`src/rtl/univ_shift_reg_seq.sv`:
```
// univ_shift_reg_seq: WIDTH-bit universal shift register running COUNT steps per start, with busy/done handshake; rotate modes need USR_ROTATE_EN.
module univ_shift_reg_seq #(
    parameter int WIDTH = 8,
    parameter int CNT_W = 4
) (
    input  logic             clk,
    input  logic             reset,
    input  logic             start,
    input  logic [2:0]       mode,
    input  logic [CNT_W-1:0] count,
    input  logic             lsi,
    input  logic             rsi,
    input  logic [WIDTH-1:0] din,
    output logic [WIDTH-1:0] qout,
    output logic             lso,
    output logic             rso,
    output logic             busy,
    output logic             done
);
    typedef enum logic {IDLE, RUN} state_t;
    state_t           state;
    logic [2:0]       mode_r;
    logic [2:0]       cur_mode;
    logic [CNT_W-1:0] remaining;
    logic [WIDTH-1:0] nxt;
    logic             multi;
    assign lso      = qout[WIDTH-1];
    assign rso      = qout[0];
    assign cur_mode = state == RUN ? mode_r : mode;
`ifdef USR_ROTATE_EN
    assign multi = mode inside {3'b001, 3'b010, 3'b100, 3'b101, 3'b110};
`else
    assign multi = mode inside {3'b001, 3'b010, 3'b110};
`endif
    // single-step result of the active op; unlisted codes hold
    always_comb begin
        nxt = qout;
        case (cur_mode)
            3'b001:  nxt = {rsi, qout[WIDTH-1:1]};
            3'b010:  nxt = {qout[WIDTH-2:0], lsi};
            3'b011:  nxt = din;
`ifdef USR_ROTATE_EN
            3'b100:  nxt = {qout[0], qout[WIDTH-1:1]};
            3'b101:  nxt = {qout[WIDTH-2:0], qout[WIDTH-1]};
`endif
            3'b110:  nxt = {qout[WIDTH-1], qout[WIDTH-1:1]};
            3'b111:  nxt = '0;
            default: nxt = qout;
        endcase
    end
    // IDLE accepts an op and does its first step; RUN finishes the remaining steps
    always_ff @(posedge clk) begin
        if (!reset) begin
            state     <= IDLE;
            qout      <= '0;
            busy      <= 1'b0;
            done      <= 1'b0;
            remaining <= '0;
            mode_r    <= '0;
        end else begin
            done <= 1'b0;
            case (state)
                IDLE: if (start) begin
                    mode_r <= mode;
                    if (!multi || count != '0) qout <= nxt;
                    if (multi && count > CNT_W'(1)) begin
                        busy      <= 1'b1;
                        remaining <= count - CNT_W'(1);
                        state     <= RUN;
                    end else begin
                        done <= 1'b1;
                    end
                end
                RUN: begin
                    qout      <= nxt;
                    remaining <= remaining - CNT_W'(1);
                    if (remaining == CNT_W'(1)) begin
                        busy  <= 1'b0;
                        done  <= 1'b1;
                        state <= IDLE;
                    end
                end
                default: state <= IDLE;
            endcase
        end
    end
endmodule

```
`config.mk`:
```
export PLATFORM = sky130hd
export DESIGN_NAME = univ_shift_reg_seq
export DESIGN_NICKNAME = d
export VERILOG_FILES = /design/src/rtl/univ_shift_reg_seq.sv
export SDC_FILE = /design/constraint.sdc
export NUM_CORES = 1
export LEC_CHECK = 0
export BUFFER_PORTS_ARGS = -buffer_cell sky130_fd_sc_hd__buf_2
export CAP_MARGIN = 25
export CORE_MARGIN = 5
export CORE_UTILIZATION = 51
export CTS_CLUSTER_DIAMETER = 150
export CTS_CLUSTER_SIZE = 24
export DETAILED_ROUTE_END_ITERATION = 10
export GPL_ROUTABILITY_DRIVEN = 0
export GPL_TIMING_DRIVEN = 0
export PLACE_DENSITY = 0.77
export SLEW_MARGIN = 20
export SYNTH_ARGS = -nofsm -noshare
export SYNTH_HDL_FRONTEND = slang
export SYNTH_SLANG_ARGS = --single-unit
```
`constraint.sdc`:
```
create_clock -name clk -period 2.02 [get_ports clk]
set_input_delay 0.404 -clock clk [delete_from_list [all_inputs] [get_ports clk]]
set_output_delay 0.404 -clock clk [all_outputs]
set_load 0.05 [all_outputs]
```
==> results.md, run 1 <==
* Initial antenna violation count at 0
* Via/cell ratio at around 5.7
* Synthesized flop and latch total at 18
* Final Cell Area at between 1000 and 1500 µm²
* Grt total ovfl at 0
* Post-synth EDFFs at 0
* Area contributors post-synth: dfxtp_1, a21oi_1, mux2i_1, nor2b_1, ha_1
* Delay-heaviest family, CP: simple AND/OR/NAND/NOR gates
* Final setup violation count at 0
* CP dominant cell by count: buf_6
* Most common cell after layout, fill and taps aside: buf_2
* RSZ-0062 raised after global routing: false
* Clock Sink Count at 18
* Avg Cell Area, Syn at around 8.3 µm²
* Clk slew on worst S/H paths at about 0.11 ns
* Most frequent cells in the layout: buf_2, dfxtp_1, a21oi_1
* Worst-Margin Slew at between 0.4 and 0.5 ns
* Starting Density at around 54%
* Final Hold Viols at 0
* Hold crit path type: in2reg
* Power density over the cells at between 700 and 800 nW/µm²
* Highest clock rate at just under 600 MHz
* Drt initial violations at 38
* Synth Net Count at 168
* Post-CTS sizing at 0
* Avg WL per Cell at roughly 14 µm
* Ys flop type: dfxtp_1
* Fin Clk Skew at 0.002661 ns
* Clock buffer depth at 2
* Ys Warns at 0
* Worst setup EP type: flip-flop
* Layout cell share with drive strength beyond 1 at 27.12%
* Slowest CP cell: or4b_4
* DRT antenna net count at 0
* Critical path origin: state$_SDFF_PN0_
* Post-CTS Hold Fix Bufs at 0
* Critical Path Source Type: flip-flop
* DIE AREA at 3402 µm²
* Largest net degree at the start of global routing at 11
* Syn-to-layout area delta at 18.17%
* First-pass GRT wire length at around 4500 µm
* Critical Path Max Stage Delay at 0.54 ns
* Post-Place Cell Area at between 1000 and 1500 µm²
* Fillers at about 220
* Async SR Flop Fraction at 0%
* Total Wirelength at about 2800 µm
* Number of diodes at 0
* Nets at 202
* CP Data Arrival Time at 1.88 ns
* Total core area at between 2000 and 2500 µm²
* Die H at roughly 58 µm
* Worst VDD drop at 0.0004285 V
* PortBufs at 29
* Max-cap viol count at 0
* Routed vias at 1164
* Worst hold start: mode[2]
* Buf+Inv Stages, Crit Path at 2
* DRC Markers at 0
* Kind of critical path: reg2reg
* Cells along the critical path: buf_6, or4b_4, o21ai_2, a21oi_2, buf_6, o21ai_1, a21oi_1
* Headroom to the max-slew limit at between 60% and 70%
* CP Max Fanout at 10
* WP data required at 2.22 ns
* Vias in the first global route at 1032
* I/O pins at 32
* Rows at 17
* GRT Total Usage at between 10% and 20%
* Worst-skew pair later-pin latency at around 0.30 ns
* Die width at 58.33 µm
* Fin. max-slew vios at 0
* Gate Count Post-Synth at roughly 140
* TritonCTS Buffers at 3
* Tcrit/Tclk final at between 80% and 90%
* First-pass DRT Iterations at 4
* Htree depth at 1
* Postcts setup bufs at 0
* Status: finished clean
* HPWL after DPL at ~2200 µm
* Post-Synthesis Cell Area at 1191 µm²
* Final min period at between 1.5 and 2 ns
* Area share of the largest cell type after synthesis at a little under a third
* Yosys top cell by area: dfxtp_1
* CTS tree: yes
* Final TNS setup at 0 ns
* Synth cell types at 42
* Sequential share of the synthesized area at between 30% and 40%
* Clock root cell: clkbuf_4
* R2r startpoint: state$_SDFF_PN0_
* Static Leak at 0.6376 nW
## layer usage
metal  GRT usage, %  vias up  wire, µm
li1               -      583         -
met1          23.59      550      1331
met2          26.16       28      1300
met3          3.070        3       138
met4          3.974        0        21
met5              0        -         0
## synthesized netlist by cell type, drive strengths merged (3+ instances only)
cell type   n
a21oi      16
a22o        5
a22oi       4
a31oi       3
buf         7
clkbuf      3
dfxtp      18
ha          4
inv         6
mux2i       7
nand2       6
nor2        9
nor2b       9
nor3        5
nor3b       3
o21a        4
o21ai      10
## path summary, 6_finish.rpt
check | endpoint | slack (ns) | cells after the start
worst min register to register | busy$_SDFFE_PN0P_ | 0.49 | 2
worst min-delay path | mode_r[2]$_SDFFE_PN0P_ | 0.44 | 3
worst max register to register | qout[2]$_SDFFE_PN0P_ | 0.33 | 7
worst max-delay path | qout[2]$_SDFFE_PN0P_ | 0.33 | 7
## worst register-to-register path, stage by stage, from the launching register on
cell	delay, ns
dfxtp_1	0.33
buf_6	0.13
or4b_4	0.54
o21ai_2	0.14
a21oi_2	0.11
buf_6	0.16
o21ai_1	0.12
a21oi_1	0.05
## area by class of cell
cell class | count | area, µm² | share of cell area (%)
Buffer | 10 | 63.81 | 4.533
Clock buffer | 4 | 36.28 | 2.578
Inverter | 6 | 22.52 | 1.600
Multi-Input combinational cell | 110 | 744.5 | 52.89
Sequential cell | 18 | 360.3 | 25.60
Tap cell | 28 | 35.03 | 2.489
Timing Repair Buffer | 29 | 145.1 | 10.31
## power breakdown
| group | leakage, nW | internal, mW | switching (mW) |
|---|---|---|---|
| logic | 0.468 | 0.138 | 0.232 |
| registers | 0.148 | 0.392 | 0.0349 |
| clock network | 0.0210 | 0.110 | 0.121 |
## per-stage QoR
step	utilization, %	power [mW]	hold WS [ns]	setup WS, ns	std cells
CTS	63.63	1.030	0.4381	0.3374	205
global route	63.63	1.087	0.4488	0.2162	205
global placement	61.99	0.7923	0.4626	0.08916	201
finish	63.63	1.028	0.4379	0.3347	205
floorplan	-	0.7104	0.5289	0.2856	144
detailed placement	61.99	0.8037	0.4947	0.06164	201
## registers in the layout, summed over array words and instances, names as in the netlist
register and flops:
busy 1, done 1, mode_r 3, qout 8, remaining 4, state 1
## logic make-up after synthesis
group / count (synthesis) / share of synthesized area, %
mux: 8 / 6.828
xor+xnor: 2 / 1.471
simple gates: 45 / 21.64
buf+inv: 16 / 7.247
compound gates: 51 / 28.36
fa+ha+maj: 4 / 4.202
flops: 18 / 30.25
Power figures use the tool's default switching activity.
==> run 2: changes to the inputs <==
- CORE_UTILIZATION: 51 -> 46
- PLACE_DENSITY: 0.77 -> 0.73
- clock period: 2.02 -> 1.5 ns (I/O delays scaled with it)
==> run 2 against run 1 <==
Effect of this change:
- largest power group unchanged
- setup slack got worse by 0.41 ns
- first-iteration DRC count up 50%
- clock power rose by 37%
- the run now ends with setup timing left
==> results.md, run 2 (synthesized netlist as in run 1, its figures left out) <==
* Status: finished with violations
* Failing checks: setup timing
* Critical Path Max Stage Delay at 0.51 ns (-0.03 ns)
* Final setup violation count at 8 (+8)
* Vias in the first global route at 1162 (+13%)
* Die width at 60.89 µm (+4.4%)
* Biggest register: qout
* Total core area at 2477 µm² (+12%)
* Tot Pwr at 1.436 mW (+40%)
* Number of diodes at 0 (unchanged)
* Met3 Resource Use GR at 5.532% (+2.5 points)
* Avg WL per Cell at 15.04 µm (+10%)
* Cells along the critical path: or4b_4, o21ai_4, a21oi_4, buf_6, o21ai_1, a21oi_1
* Grt total ovfl at 0 (unchanged)
* Worst reg2reg setup slack at -0.08 ns (-0.41 ns)
* Clock Sink Count at 18 (unchanged)
* Multi-input combinational cell area at 795.8 µm² (+6.9%)
* Worst setup EP type: flip-flop
* Final Cell Area at 1495 µm² (+6.2%)
* Rows at 18 (+1)
* Starting Density at 48.08% (-5.8 points)
* Highest clock rate at 633.5 MHz (+6.8%)
* Worst-skew pair later-pin latency at 0.31 ns (about the same)
* First-pass GRT wire length at 5230 µm (+15%)
* Worst VDD drop at 0.0008735 V (+100%)
* R2r startpoint: state$_SDFF_PN0_
* HPWL after DPL at 2343 µm (+6.9%)
* Kind of critical path: reg2reg
* PortBufs at 29 (unchanged)
* Total Wirelength at 3144 µm (+13%)
* Largest net degree at the start of global routing at 11 (unchanged)
* Routed vias at 1195 (+2.7%)
* Layout cell share with drive strength beyond 1 at 34.08% (+7.0 points)
* DIE AREA at 3707 µm² (+9.0%)
* Worst setup path end: qout[2]$_SDFFE_PN0P_
* Busiest layer in global routing: met2
* Critical path origin: state$_SDFF_PN0_
* Fin worst setup slack at -0.07860 ns (-0.4133 ns)
* Most frequent cells in the layout: buf_2, dfxtp_1, a21oi_1
* DRC Markers at 0 (unchanged)
* Static Leak at 0.6603 nW (+3.6%)
* Final Hold Viols at 0 (unchanged)
* Via/cell ratio at 5.718 (+0.70%)
* Htree depth at 1 (unchanged)
* Tcrit/Tclk final at 105.2% (+22 points)
* Initial antenna violation count at 0 (unchanged)
* First-pass DRT Iterations at 4 (unchanged)
* Critical R2R Capture: qout[2]$_SDFFE_PN0P_
* Fillers at 236 (+9.3%)
* Syn-to-layout area delta at 25.52%
* CTS tree: yes
* GRT Total Usage at 18.82% (+2.1 points)
* Post-Place Cell Area at 1404 µm² (+2.4%)
* Final min period at 1.579 ns (-0.1067 ns)
* RSZ-0062 raised after global routing: true
* Clk slew on worst S/H paths at 0.11 ns (about the same)
* CP Max Fanout at 7 (-3)
* Max-cap viol count at 0 (unchanged)
* Hold crit path type: in2reg
* Regs by FF count: qout (8), remaining (4), mode_r (3)
* I/O pins at 32 (unchanged)
* M2 GR Usage at 30.23% (+4.1 points)
* Max reg flops at 8 (unchanged)
* Worst-Margin Slew at 0.4959 ns (+0.03045 ns)
* Drt initial violations at 57 (+50%)
* DRT antenna net count at 0 (unchanged)
* Met1 Use GR at 24.78% (+1.2 points)
* Post-CTS Hold Fix Bufs at 0 (unchanged)
* CP Data Arrival Time at 1.79 ns (-0.09 ns)
* Most common cell after layout, fill and taps aside: buf_2
* Clock root cell: clkbuf_4
* Dpl ws at -0.3277 ns (-0.3894 ns)
* FF/Latch Area at 364.1 µm² (+1.0%)
* WP data required at 1.71 ns (-0.51 ns)
* Hold slack at 0.3328 ns (-0.1051 ns)
* TritonCTS Buffers at 3 (unchanged)
* Clock buffer depth at 2 (unchanged)
* Power density over the cells at 960.4 nW/µm² (+31%)
* Headroom to the max-slew limit at 66.94% (-1.1 points)
* R2R cell count at 6 (-1)
* Slowest CP cell: or4b_4
* Fin Clk Skew at 0.002540 ns (-0.0001203 ns)
* Nets at 204 (+0.99%)
* Fin. max-slew vios at 0 (unchanged)
* Die H at 60.89 µm (+4.4%)
* Critical Path Source Type: flip-flop
## run 2: cell types whose count changed in the layout (fill, tap and decap cells not counted), sizes merged
cell and delta:
buf +3, clkbuf -1
## run 2: area by class of cell
| class | count | area share [%] |
|---|---|---|
| multi-input cells | 110 | 53.22 |
| flip-flops and latches | 18 | 24.35 |
| repair buffers | 33 | 11.55 |
| plain buffers | 8 | 3.264 |
| inverters | 6 | 2.678 |
| well taps | 30 | 2.510 |
| clock buffers | 4 | 2.427 |
## run 2: critical path: cells and delay by family, from the launching register on
family / cells / cell delay, ns
AOI/OAI and AO/OA: 4 / 0.44
buffers and inverters: 1 / 0.15
DFF: 1 / 0.38
and+or+nand+nor: 1 / 0.51
## run 2: how the worst min path moves through the flow
| stage | slack (ns) | from | cells past startpoint | endpoint |
|---|---|---|---|---|
| after floorplan | 0.46 | mode[2] | 2 | mode_r[2]$_SDFFE_PN0P_ |
| after global placement | 0.46 | busy$_SDFFE_PN0P_ | 2 | busy$_SDFFE_PN0P_ |
| after detailed placement | 0.48 | busy$_SDFFE_PN0P_ | 2 | busy$_SDFFE_PN0P_ |
| after CTS | 0.33 | mode[2] | 3 | mode_r[2]$_SDFFE_PN0P_ |
| after global routing | 0.34 | mode[2] | 3 | mode_r[2]$_SDFFE_PN0P_ |
| final | 0.33 | mode[2] | 3 | mode_r[2]$_SDFFE_PN0P_ |
## run 2: metal layers
metal	vias up	wire, µm	share of wire, %
li1	596	-	-
met4	0	31	0.99
met5	-	0	0
met2	37	1561	50
met3	4	183	5.8
met1	558	1366	43
## run 2: through the flow
stage,util [%],setup TNS (ns),instances
after global routing,60.35,-0.7851,209
final,60.35,-0.3496,209
after detailed placement,56.67,-2.811,203
after global placement,56.67,-2.475,203
after CTS,59.85,-0.4644,210
after floorplan,-,-0.1744,144
## run 2: report_power, final
group / leakage, nW / switching [mW] / internal, mW
Clock: 0.0210 / 0.169 / 0.148
Combinational: 0.490 / 0.336 / 0.204
Sequential: 0.149 / 0.0511 / 0.528
Total: 0.660 / 0.556 / 0.880
## run 2: repair_timing
item | 4_1_cts | 5_1_grt
cloned | 1 | 0
pin swaps | 3 | 3
endpoints found under the hold margin | 0 | 0
resized for setup | 6 | 5
setup endpoints to repair | 8 | 9
setup buffers | 3 | 0
==> run 3: changes to the inputs <==
- CAP_MARGIN: 25 -> 20
- GPL_ROUTABILITY_DRIVEN: 0 -> not set
- TNS_END_PERCENT: not set -> 10
==> run 3 against run 2 <==
Effect of this change:
- the flow still finishes with violations (setup timing)
- cell count increased by 0.48%
- setup slack improved by 0.0099 ns
- clock skew fell by 0.0011 ns
- register-to-register slack hardly changed
- utilization did not move
- critical path type unchanged
- critical endpoint unchanged
- largest cell class unchanged
==> results.md, run 3 (synthesized netlist as in run 1, its figures left out) <==
* RSZ-0062 raised after global routing: true
* Dpl ws at -0.3277 ns (unchanged)
* End of the worst hold path: mode_r[2]$_SDFFE_PN0P_
* Die width at 60.89 µm (unchanged)
* Clock Sink Count at 18 (unchanged)
* R2r startpoint: state$_SDFF_PN0_
* Most frequent cells in the layout: buf_2, dfxtp_1, a21oi_1
* Total core area at 2477 µm² (unchanged)
* Post-CTS Hold Fix Bufs at 0 (unchanged)
* Power density over the cells at 956.4 nW/µm² (-0.41%)
* Via/cell ratio at 5.695 (-0.39%)
* Most common cell after layout, fill and taps aside: buf_2
* First-pass DRT Iterations at 4 (unchanged)
* Failing checks: setup timing
* Hold Crit Depth at 3 (unchanged)
* Worst setup EP type: flip-flop
* Fin worst setup slack at -0.06873 ns (+0.009870 ns)
* Clk network pwr share at 22.1% (about the same)
* Layout cell share with drive strength beyond 1 at 33.33% (-0.74 points)
* Worst hold start: mode[2]
* Starting Density at 48.08% (unchanged)
* Worst reg2reg setup slack at -0.07 ns (about the same)
* Worst-Margin Slew at 0.5060 ns (+0.01001 ns)
* CP Max Fanout at 7 (unchanged)
* Regs by FF count: qout (8), remaining (4), mode_r (3)
* I/O pins at 32 (unchanged)
* Avg WL per Cell at 14.75 µm (-2.0%)
* Critical Path Max Stage Delay at 0.51 ns (about the same)
* Hold crit path type: in2reg
* DIE AREA at 3707 µm² (unchanged)
* Seq pwr share at 40.4% (about the same)
* Delay-heaviest family, CP: simple AND/OR/NAND/NOR gates
* Clock buffer depth at 2 (unchanged)
* First-pass GRT wire length at 5230 µm (unchanged)
* Cells along the critical path: or4b_4, o21ai_4, a21oi_4, buf_6, o21ai_1, a21oi_1
* Fin Clk Skew at 0.001392 ns (-0.001149 ns)
* Initial antenna violation count at 0 (unchanged)
* Final min period at 1.569 ns (-0.009870 ns)
* Clock root cell: clkbuf_4
* Highest clock rate at 637.5 MHz (+0.63%)
* Die H at 60.89 µm (unchanged)
* Worst VDD drop at 0.0008716 V (-0.22%)
* Nets at 205 (+0.49%)
* Combinational power share at 37.5% (about the same)
* Sw frac at 38.44% (-0.26 points)
* Hold slack at 0.3341 ns (+0.001369 ns)
* Worst-skew pair later-pin latency at 0.30 ns (about the same)
* Critical Path Source Type: flip-flop
* Routed vias at 1196 (+0.084%)
* Final Util at 60.35% (unchanged)
* R2R cell count at 6 (unchanged)
* WP data required at 1.71 ns (about the same)
* Syn-to-layout area delta at 25.52% (unchanged)
* Internal power at 880.3 µW (about the same)
* Critical R2R Capture: qout[2]$_SDFFE_PN0P_
* Kind of critical path: reg2reg
* Final setup violation count at 8 (unchanged)
* Max reg flops at 8 (unchanged)
* Final Hold Viols at 0 (unchanged)
* Grt total ovfl at 0 (unchanged)
* Clk slew on worst S/H paths at 0.11 ns (about the same)
* Critical path origin: state$_SDFF_PN0_
* Buf+Inv Stages, Crit Path at 1 (unchanged)
* Rows at 18 (unchanged)
* Headroom to the max-slew limit at 66.27% (-0.67 points)
* Status: finished with violations
* Total Wirelength at 3097 µm (-1.5%)
* Htree depth at 1 (unchanged)
* CP Data Arrival Time at 1.78 ns (about the same)
* Fin. max-slew vios at 0 (unchanged)
* TritonCTS Buffers at 3 (unchanged)
* Biggest register: qout
* Tcrit/Tclk final at 104.6% (-0.66 points)
* Drt initial violations at 53 (-7.0%)
* DRC Markers at 0 (unchanged)
* CTS tree: yes
* Vias in the first global route at 1162 (unchanged)
* DRT antenna net count at 0 (unchanged)
* GRT Total Usage at 18.82% (unchanged)
* PortBufs at 29 (unchanged)
* P_sw at 549.8 µW (-1.1%)
* Slowest CP cell: or4b_4
* HPWL after DPL at 2343 µm (unchanged)
* Static Leak at 0.6617 nW (+0.20%)
* Largest net degree at the start of global routing at 11 (unchanged)
* Global placement routability congestion at between 0.8 and 0.9
* Number of diodes at 0 (unchanged)
* Max-cap viol count at 0 (unchanged)
run 3: changes by cell type in the layout (fill, tap and decap cells not counted), sizes merged:
cell	before	now
clkbuf	6	7
run 3: repair_timing:
item | 4_1_cts | 5_1_grt
gates cloned | 1 | 0
hold endpoints to repair | 0 | 0
gates resized for setup | 6 | 4
setup endpoints to repair | 8 | 9
buffers inserted | 3 | 0
pin swaps | 3 | 3
run 3: worst register-to-register path, delay by kind of cell, from the launching register on:
| family | cells | cell delay (ns) |
|---|---|---|
| and+or+nand+nor | 1 | 0.52 |
| AOI/OAI and AO/OA | 4 | 0.43 |
| DFF | 1 | 0.38 |
| buffers and inverters | 1 | 0.15 |
run 3: worst max path at each step:
stage | to | slack (ns) | cells after the start
3_5_place_dp | qout[4]$_SDFFE_PN0P_ | -0.33 | 9
2_1_floorplan | qout[2]$_SDFFE_PN0P_ | -0.06 | 8
4_1_cts | qout[2]$_SDFFE_PN0P_ | -0.09 | 6
3_3_place_gp | qout[4]$_SDFFE_PN0P_ | -0.30 | 9
5_1_grt | qout[3]$_SDFFE_PN0P_ | -0.13 | 6
6_report | qout[2]$_SDFFE_PN0P_ | -0.07 | 6
run 3: cell type report:
type / count / area, µm²
multi-input combinational: 110 / 792.0
tap: 30 / 37.54
buffer: 9 / 52.55
timing repair buffer: 33 / 172.7
clock buffer: 4 / 36.28
fill: 234 / 982.2
inverter: 6 / 40.04
sequential: 18 / 364.1
run 3: power groups by stage:
| stage | combinational (mW) | sequential (mW) | clock (mW) |
|---|---|---|---|
| 2_1_floorplan | 0.288 | 0.674 | 0 |
| 3_3_place_gp | 0.498 | 0.581 | 0 |
| 6_report | 0.537 | 0.578 | 0.315 |
| 5_1_grt | 0.586 | 0.587 | 0.346 |
| 4_1_cts | 0.528 | 0.577 | 0.323 |
| 3_5_place_dp | 0.510 | 0.585 | 0 |
run 3: through the flow:
| stage | area, µm² | instances | TNS (ns) | power (mW) |
|---|---|---|---|---|
| final | 1495 | 210 | -0.2895 | 1.430 |
| after global routing | 1495 | 210 | -0.8097 | 1.519 |
| after CTS | 1483 | 210 | -0.4644 | 1.428 |
| after detailed placement | 1404 | 203 | -2.811 | 1.095 |
| after global placement | 1404 | 203 | -2.475 | 1.079 |
| after floorplan | 1221 | 144 | -0.1744 | 0.9621 |
run 3: metal layers:
layer / wire, µm / track usage, % / vias to the layer above
li1: - / - / 597
met1: 1285 / 24.78 / 556
met2: 1541 / 30.23 / 39
met3: 236 / 5.532 / 4
met4: 34 / 4.644 / 0
met5: 0 / 0 / -
